File: config.mk
export PLATFORM = sky130hd
export DESIGN_NAME = onehot_mask_eval_flat
export DESIGN_NICKNAME = d
export VERILOG_FILES = /design/src/rtl/onehot_mask_eval_if.sv /design/src/rtl/onehot_mask_eval.sv /design/src/flat_wrapper.sv
export SDC_FILE = /design/constraint.sdc
export NUM_CORES = 1
export LEC_CHECK = 0
export CORE_MARGIN = 10
export CORE_UTILIZATION = 35
export DETAILED_ROUTE_END_ITERATION = 12
export PLACE_DENSITY = 0.65
export SLEW_MARGIN = 5
export SYNTH_ARGS = -nofsm -noshare
export SYNTH_HDL_FRONTEND = slang
export SYNTH_SLANG_ARGS = --single-unit
File: constraint.sdc
create_clock -name clk_50M -period 5.6 [get_ports clk_50M]
set_clock_uncertainty 0.1 [all_clocks]
set_input_delay 1.68 -clock clk_50M [delete_from_list [all_inputs] [get_ports clk_50M]]
set_output_delay 1.68 -clock clk_50M [all_outputs]
set_load 0.01 [all_outputs]
File: src/rtl/onehot_mask_eval_if.sv
// Vector/result bus for onehot_mask_eval: input strobe and vector in, registered result out.
interface onehot_mask_eval_if #(
   parameter int unsigned N_IN = 8
);
   logic            in_valid;
   logic [N_IN-1:0] d_in;
   logic            out_valid;
   logic            out;
   logic            onehot_err;

   modport master (output in_valid, d_in, input out_valid, out, onehot_err);
   modport slave  (input in_valid, d_in, output out_valid, out, onehot_err);
endinterface

File: src/rtl/onehot_mask_eval.sv
// Two-stage registered one-hot checker with programmable match mask, sticky error and match counter.
// Optional macro ONEHOT_MASK_EVAL_STRICT_ONEHOT_EN: non-one-hot vectors always report out=0.
module onehot_mask_eval #(
   parameter int unsigned     N_IN         = 8,
   parameter logic [N_IN-1:0] DEFAULT_MASK = N_IN'(8'b1001_1100),
   parameter int unsigned     CNT_W        = 16
) (
   input  logic                 clk_50M,
   input  logic                 reset_n,
   onehot_mask_eval_if.slave    bus,
   input  logic                 cfg_we,
   input  logic [N_IN-1:0]      cfg_mask,
   input  logic                 clr_sticky,
   output logic                 err_sticky,
   output logic [CNT_W-1:0]     match_cnt,
   output logic [N_IN-1:0]      mask_q
);

   localparam logic [CNT_W-1:0] CNT_MAX = {CNT_W{1'b1}};

   logic            valid_s1;
   logic [N_IN-1:0] d_s1;
   logic [N_IN-1:0] mask_s1;
   logic            onehot_s1;
   logic            onehot_c;
   logic            result_c;
   logic            hit_c;

   // Exactly one bit set: nonzero and clearing the lowest set bit leaves zero.
   assign onehot_c = (bus.d_in != '0) && ((bus.d_in & (bus.d_in - N_IN'(1))) == '0);

`ifdef ONEHOT_MASK_EVAL_STRICT_ONEHOT_EN
   assign result_c = (|(d_s1 & mask_s1)) & onehot_s1;
`else
   assign result_c = |(d_s1 & mask_s1);
`endif

   assign hit_c = bus.out_valid & bus.out;

   // Mask register; stage 1 samples the pre-update value.
   always_ff @(posedge clk_50M or negedge reset_n) begin
      if (!reset_n) begin
         mask_q <= DEFAULT_MASK;
      end else if (cfg_we) begin
         mask_q <= cfg_mask;
      end
   end

   // Stage 1: capture vector, mask in force and one-hot flag.
   always_ff @(posedge clk_50M or negedge reset_n) begin
      if (!reset_n) begin
         valid_s1  <= 1'b0;
         d_s1      <= '0;
         mask_s1   <= '0;
         onehot_s1 <= 1'b0;
      end else begin
         valid_s1 <= bus.in_valid;
         if (bus.in_valid) begin
            d_s1      <= bus.d_in;
            mask_s1   <= mask_q;
            onehot_s1 <= onehot_c;
         end
      end
   end

   // Stage 2: result; out/onehot_err hold while no result is produced.
   always_ff @(posedge clk_50M or negedge reset_n) begin
      if (!reset_n) begin
         bus.out_valid  <= 1'b0;
         bus.out        <= 1'b0;
         bus.onehot_err <= 1'b0;
      end else begin
         bus.out_valid <= valid_s1;
         if (valid_s1) begin
            bus.out        <= result_c;
            bus.onehot_err <= ~onehot_s1;
         end
      end
   end

   // Sticky error: a new error outranks a clear in the same cycle.
   always_ff @(posedge clk_50M or negedge reset_n) begin
      if (!reset_n) begin
         err_sticky <= 1'b0;
      end else if (bus.out_valid && bus.onehot_err) begin
         err_sticky <= 1'b1;
      end else if (clr_sticky) begin
         err_sticky <= 1'b0;
      end
   end

   // Saturating match counter; clear with a concurrent hit yields 1.
   always_ff @(posedge clk_50M or negedge reset_n) begin
      if (!reset_n) begin
         match_cnt <= '0;
      end else if (clr_sticky) begin
         match_cnt <= hit_c ? CNT_W'(1) : '0;
      end else if (hit_c && (match_cnt != CNT_MAX)) begin
         match_cnt <= match_cnt + CNT_W'(1);
      end
   end

endmodule

File: src/flat_wrapper.sv
// flat-port wrapper written by rule: the top's interface ports become plain ports
module onehot_mask_eval_flat 
#(
   parameter int unsigned     N_IN         = 8,
   parameter logic [N_IN-1:0] DEFAULT_MASK = N_IN'(8'b1001_1100),
   parameter int unsigned     CNT_W        = 16
)
  (clk_50M, reset_n, cfg_we, cfg_mask, clr_sticky, err_sticky, match_cnt, mask_q, bus_in_valid, bus_d_in, bus_out_valid, bus_out, bus_onehot_err);
  onehot_mask_eval_if #(.N_IN(N_IN)) bus_i ();
  input  logic clk_50M;
  input  logic reset_n;
  input  logic cfg_we;
  input  logic [N_IN-1:0] cfg_mask;
  input  logic clr_sticky;
  output logic err_sticky;
  output logic [CNT_W-1:0] match_cnt;
  output logic [N_IN-1:0] mask_q;
  input wire logic [$bits(bus_i.in_valid)-1:0] bus_in_valid;
  input wire logic [$bits(bus_i.d_in)-1:0] bus_d_in;
  output wire logic [$bits(bus_i.out_valid)-1:0] bus_out_valid;
  output wire logic [$bits(bus_i.out)-1:0] bus_out;
  output wire logic [$bits(bus_i.onehot_err)-1:0] bus_onehot_err;
  assign bus_i.in_valid = bus_in_valid;
  assign bus_i.d_in = bus_d_in;
  assign bus_out_valid = bus_i.out_valid;
  assign bus_out = bus_i.out;
  assign bus_onehot_err = bus_i.onehot_err;
  onehot_mask_eval #(.N_IN(N_IN), .DEFAULT_MASK(DEFAULT_MASK), .CNT_W(CNT_W)) u_core (.clk_50M(clk_50M), .reset_n(reset_n), .bus(bus_i), .cfg_we(cfg_we), .cfg_mask(cfg_mask), .clr_sticky(clr_sticky), .err_sticky(err_sticky), .match_cnt(match_cnt), .mask_q(mask_q));
endmodule
==> results of run 1 <==
-- cells in the mapped netlist, drive strengths merged, types with 2 or more instances --
cell / count
dfrtp: 42
mux2: 27
a21oi: 10
nor2: 8
inv: 7
o31ai: 7
or4: 7
nand3: 6
nor4: 6
o21ai: 6
nand2: 5
clkbuf: 4
dfstp: 4
nand4: 4
nor3: 4
nor2b: 3
a2111oi: 2
a211oi: 2
a221oi: 2
a22o: 2
a31oi: 2
and4: 2
buf: 2
nand2b: 2
o31a: 2
-- worst register-to-register path, delay by kind of cell (launching register included) --
| family | cells | cell delay, ps |
|---|---|---|
| AOI/OAI and AO/OA | 1 | 60 |
| adders and majority gates | 1 | 300 |
| DFF | 1 | 460 |
| and+or+nand+nor | 3 | 1110 |
-- worst max path at each step --
| stage | to | slack (ps) | cells past startpoint |
|---|---|---|---|
| CTS | u_core.match_cnt[1]$_DFFE_PN0P_ | 2370 | 3 |
| floorplan | u_core.d_s1[0]$_DFFE_PN0P_ | 2700 | 3 |
| detailed placement | u_core.match_cnt[1]$_DFFE_PN0P_ | 2040 | 3 |
| global route | u_core.match_cnt[1]$_DFFE_PN0P_ | 2270 | 3 |
| finish | u_core.match_cnt[1]$_DFFE_PN0P_ | 2360 | 3 |
| global placement | u_core.match_cnt[1]$_DFFE_PN0P_ | 2080 | 3 |
-- stage by stage --
step	util [%]	worst slack (ps)
after floorplan	-	2700
final	46.9	2360
after CTS	46.9	2370
after global routing	46.9	2270
after detailed placement	45.4	2040
after global placement	45.4	2080
-- metal layers --
layer | GRT usage (%) | vias up | share of wire [%]
li1 | - | 790 | -
met1 | 11.5 | 807 | 43
met2 | 17.1 | 56 | 47
met3 | 4.61 | 6 | 9.1
met4 | 2.65 | 0 | 0.81
met5 | 0 | - | 0
-- report_power, final --
group,total [mW],internal [mW],leakage (nW),switching (mW)
clock network,0.212,0.0894,0.0408,0.122
logic,0.103,0.0612,0.476,0.0419
registers,0.384,0.361,0.563,0.0229
total,0.698,0.511,1.08,0.187
-- cells in the final DEF (no fill, tap or decap), types with 3 or more instances in the layout --
cell and instances:
a21oi_1 10, clkbuf_8 5, clkdlybuf4s50_1 47, dfrtp_1 42
dfstp_2 4, inv_1 7, mux2_1 3, mux2_2 24
nand2_1 5, nand3_1 4, nor2_1 8, nor2b_1 3
nor3_1 4, nor4_1 4, o21ai_0 3, o21ai_1 3
o31ai_1 7, or4_1 5
-- state kept, by name (all words and copies together) (netlist names) --
| register | flops |
|---|---|
| u_core.bus.out_valid | 1 |
| u_core.mask_s1 | 8 |
| u_core.err_sticky | 1 |
| u_core.match_cnt | 16 |
| u_core.valid_s1 | 1 |
| u_core.bus.out | 1 |
| u_core.onehot_s1 | 1 |
| u_core.bus.onehot_err | 1 |
| u_core.d_s1 | 8 |
| u_core.mask_q | 8 |
-- cell type report --
type | instances | area, µm²
clock buffer | 5 | 68.8
clock inverter | 3 | 23.8
fill | 587 | 3160
inverter | 7 | 26.3
multi-input combinational | 121 | 951
sequential | 46 | 1160
tap | 75 | 93.8
timing repair buffer | 48 | 475
-- cell families after synthesis --
family,count (synthesis)
compound gates,37
xor+xnor,1
fa+ha+maj,2
buf+inv,13
flops,46
mux,27
simple gates,54
==> results.yml, run 1 <==
status:
  outcome: "complete, no violations"
sta:
  tns_ps: 0
  period_share_pct: 57.9
  timing.fmax_ghz: 0.308
  setup-violations-final: 0
  max_slew_margin_pct: 33.8
  rsz0062_at_grt: "false"
  tightest_slew_ps: 993
  whs_ps: 354
  finalHoldViolCount: 0
  period_needed_ps: 3240
  slew_viol_final: 0
cells_and_area:
  drive_gt1_share_pct: 20.9
  syn2layout_area_growth_pct: 29.6
  antennaDiodeCount: 0
  layout.nets: 251
  final_cells: 305
  final_area_um2: 2800
logic_synthesis:
  synth_area_leaders: "dfrtp_1, mux2_2, dfstp_2, o31ai_1, a21oi_1"
  synth.top_cell.area_share_pct: 48.7
  synth_area_leader_cell: "dfrtp_1"
  synth_cell_types: 45
  synthAdderAreaFrac_pct: 1.04
  synthCells: 180
  synth-compound-area-share_pct: 11.4
  synth_seq_area_share_pct: 53.6
  synth_mux_area_share_pct: 14.1
  ys_ff_latch: 46
  synthArstFlopShare_pct: 100
  synth_top_family_by_area: "simple AND/OR/NAND/NOR gates"
  yosys_warnings: 0
  synth-simple-area-share_pct: 17.2
  syn_nets: 202
  ys_dominant_reg_cell: "dfrtp_1"
  syn_area_per_cell_um2: 12.0
  synth_edf_count: 0
  synth_xor_area_share_pct: 0.406
  netlist_area_um2: 2160
critical_path:
  critPathBufInv: 1
  reg2reg_to: "u_core.match_cnt[3]$_DFFE_PN0P_"
  cp_slowest_stage_delay_ps: 810
  cp-startpoint: "clr_sticky"
  critPathTopFamily: "simple AND/OR/NAND/NOR gates"
  arrival_ps: 3380
  reg2reg_from: "u_core.match_cnt[0]$_DFFE_PN0P_"
  cp_slowest_cell: "or4b_2"
  worst-path-max-fanout: 22
  path_class: "input pin to register"
  regToRegSetupSlack_ps: 3430
  critPathCaptureType: "register"
  crit_path_start_kind: "input pin"
  path_cells: "clkdlybuf4s50_1, or4b_2, o21ai_1"
  r2r_cells: 5
  required_ps: 5730
grt:
  grt_max_degree: 47
  grt_antenna_before_repair: 0
  grt_overflow: 0
  grt_pass1_wl_mm: 8.45
  grt_pass1_vias: 1732
  grt.total_usage_pct: 10.2
power:
  power_mw: 0.698
  irDropWorstVdd_mv: 0.160
  p_per_area_nw_per_um2: 250
  power.leakage_nw: 1.08
drt:
  first_pass_iters: 4
  via_per_inst: 5.44
  vias: 1659
  remaining_drc_errors: 0
  ant_nets: 0
  drtIter0Drc: 51
  wl_per_cell_um: 15.9
  wl_mm: 4.84
cts:
  clk_latency_ps: 300
  clk_pin_slew_ps: 90
  cts-buffers-inserted: 5
  tritoncts: "done"
  cts_max_level: 2
  clkSinkCount: 46
  clockBufferDepth: 2
  cts-root-buf: "clkbuf_8"
  post_cts_buffers: 0
  hold_buffers: 0
  postCtsResizedCells: 0
die:
  die_w_um: 98.5
  core_um2: 5960
  num_rows: 28
  die-area_um2: 9700
  die_h_um: 98.5
  io_pins: 49
  initial_core_util_pct: 36.2
worst_hold_path:
  hold_path_depth: 1
  hold_path.class: "register to register"
  worstHoldEndpoint: "u_core.bus.onehot_err$_DFFE_PN0P_"
  worstHoldStart: "u_core.onehot_s1$_DFFE_PN0P_"
placement:
  place.detailed.instances: 297
  port_buffers: 48
  place_area_um2: 2700
  place_hpwl_mm: 3.55
  place_congestion: 0.806
run:
  maxCapViolCount: 0
Power figures use the tool's default switching activity.
==> run 2, diff against run 1 <==
==> constraint.sdc (replaced) <==
create_clock -name clk_50M -period 3.2 [get_ports clk_50M]
set_clock_uncertainty 0.1 [all_clocks]
set_input_delay 0.96 -clock clk_50M [delete_from_list [all_inputs] [get_ports clk_50M]]
set_output_delay 0.96 -clock clk_50M [all_outputs]
set_load 0.01 [all_outputs]
==> results.yml, run 2 (same netlist as run 1, synthesis figures left out) <==
status:
  outcome: "complete, no violations"
cts:
  clk_latency_ps: 300
  clk_pin_slew_ps: 90
  post_cts_buffers: 0
  cts-buffers-inserted: 5
  cts-root-buf: "clkbuf_8"
  hold_buffers: 0
  clockBufferDepth: 2
  tritoncts: "done"
  postCtsResizedCells: 0
  clkSinkCount: 46
  cts_max_level: 2
cells_and_area:
  largest_reg_flops: 16
  antennaDiodeCount: 0
  syn2layout_area_growth_pct: 30.4
  final_cells: 308
  final_cell_mix: "clkdlybuf4s50_1, dfrtp_1, mux2_2, a21oi_1, nor2_1"
  layout.nets: 254
  nFillCells: 577
  final_util_pct: 47.2
  final_common_cell: "clkdlybuf4s50_1"
  top_register: "u_core.match_cnt"
  drive_gt1_share_pct: 21.5
drt:
  vias: 1632
  via_per_inst: 5.30
  drtIter0Drc: 52
  wl_mm: 4.93
  remaining_drc_errors: 0
  ant_nets: 0
  wl_per_cell_um: 16.0
  first_pass_iters: 4
placement:
  port_buffers: 48
  place.detailed.instances: 300
  place_hpwl_mm: 3.67
  place_congestion: 0.772
sta:
  tns_ps: 0
  period_needed_ps: 2460
  rsz0062_at_grt: "false"
  tightest_slew_ps: 681
  max_slew_margin_pct: 54.3
  timing.fmax_ghz: 0.406
  finalHoldViolCount: 0
  setup-violations-final: 0
  period_share_pct: 77.0
  slew_viol_final: 0
die:
  die_w_um: 98.5
  io_pins: 49
  die_h_um: 98.5
  core_um2: 5960
  initial_core_util_pct: 36.2
  num_rows: 28
  die-area_um2: 9700
power:
  p_per_area_nw_per_um2: 432
  power.leakage_nw: 1.09
  irDropWorstVdd_mv: 0.206
critical_path:
  required_ps: 2140
  cp_slowest_stage_delay_ps: 560
  path_cells: "clkdlybuf4s50_1"
  critPathBufInv: 1
  path_class: "register to output port"
  reg2reg_from: "u_core.match_cnt[0]$_DFFE_PN0P_"
  reg2reg_to: "u_core.match_cnt[1]$_DFFE_PN0P_"
  worst-path-max-fanout: 3
  critPathCaptureType: "output port"
  critPathTopFamily: "flip-flops"
  crit_path_start_kind: "register"
  worstSetupEndpoint: "mask_q[7]"
  cp_slowest_cell: "dfstp_2"
  cp-startpoint: "u_core.mask_q[7]$_DFFE_PN1P_"
  arrival_ps: 1400
  regToRegSetupSlack_ps: 1060
  r2r_cells: 5
  cp.depth: 1
grt:
  grt_pass1_wl_mm: 8.40
  grt_max_degree: 47
  grt.total_usage_pct: 10.3
  grt_overflow: 0
  grt_pass1_vias: 1700
  grt_antenna_before_repair: 0
run:
  maxCapViolCount: 0
worst_hold_path:
  hold_path.class: "register to register"
run 2: changes by cell type in the layout (fill, tap and decap cells not counted):
cell	delta
buf_4	+3
clkbuf_1	+1
inv_6	-1
run 2: layout make-up:
class                      count  area (µm²)  share of cell area (%)
clock buffer                   6        72.6                    2.58
inverter                       7        26.3                   0.934
clock inverter                 2        15.0                   0.534
timing repair buffer          51         498                    17.7
sequential                    46        1160                    41.1
multi-input combinational    121         951                    33.8
tap                           75        93.8                    3.34
run 2: worst min-delay path by stage:
stage                              startpoint                             end  cells past startpoint
finish              u_core.valid_s1$_DFF_PN0_  u_core.bus.out_valid$_DFF_PN0_                      0
floorplan           u_core.valid_s1$_DFF_PN0_  u_core.bus.out_valid$_DFF_PN0_                      0
CTS                 u_core.valid_s1$_DFF_PN0_  u_core.bus.out_valid$_DFF_PN0_                      0
detailed placement  u_core.valid_s1$_DFF_PN0_  u_core.bus.out_valid$_DFF_PN0_                      0
global route        u_core.valid_s1$_DFF_PN0_  u_core.bus.out_valid$_DFF_PN0_                      0
global placement    u_core.valid_s1$_DFF_PN0_  u_core.bus.out_valid$_DFF_PN0_                      0
run 2: power by group:
| group | internal (mW) | switching [mW] | total (mW) | leakage [nW] |
|---|---|---|---|---|
| Combinational | 0.109 | 0.0744 | 0.184 | 0.490 |
| Sequential | 0.631 | 0.0409 | 0.672 | 0.563 |
| Clock | 0.154 | 0.204 | 0.358 | 0.0374 |
| Total | 0.895 | 0.319 | 1.21 | 1.09 |
run 2: metrics by stage:
stage / area, µm² / hold WS (ps) / power (mW) / setup slack, ps
finish: 2810 / 371 / 1.21 / 736
global route: 2810 / 402 / 1.28 / 648
CTS: 2810 / 380 / 1.23 / 717
detailed placement: 2730 / 358 / 0.872 / 761
global placement: 2730 / 338 / 0.868 / 764
floorplan: 2160 / 314 / 0.760 / 1020
run 2: worst register-to-register path, cell delays in order (launching register included):
cell and delay (ps):
dfrtp_1 460, ha_1 290, nand4_1 230, nor4_4 640, or4b_2 240, o21ai_1 60
run 2: layer usage:
| metal | up-vias | wire length, µm | track usage [%] |
|---|---|---|---|
| li1 | 783 | - | - |
| met1 | 795 | 2210 | 12.1 |
| met2 | 49 | 2320 | 16.8 |
| met3 | 5 | 359 | 4.40 |
| met4 | 0 | 36 | 2.65 |
| met5 | - | 0 | 0 |
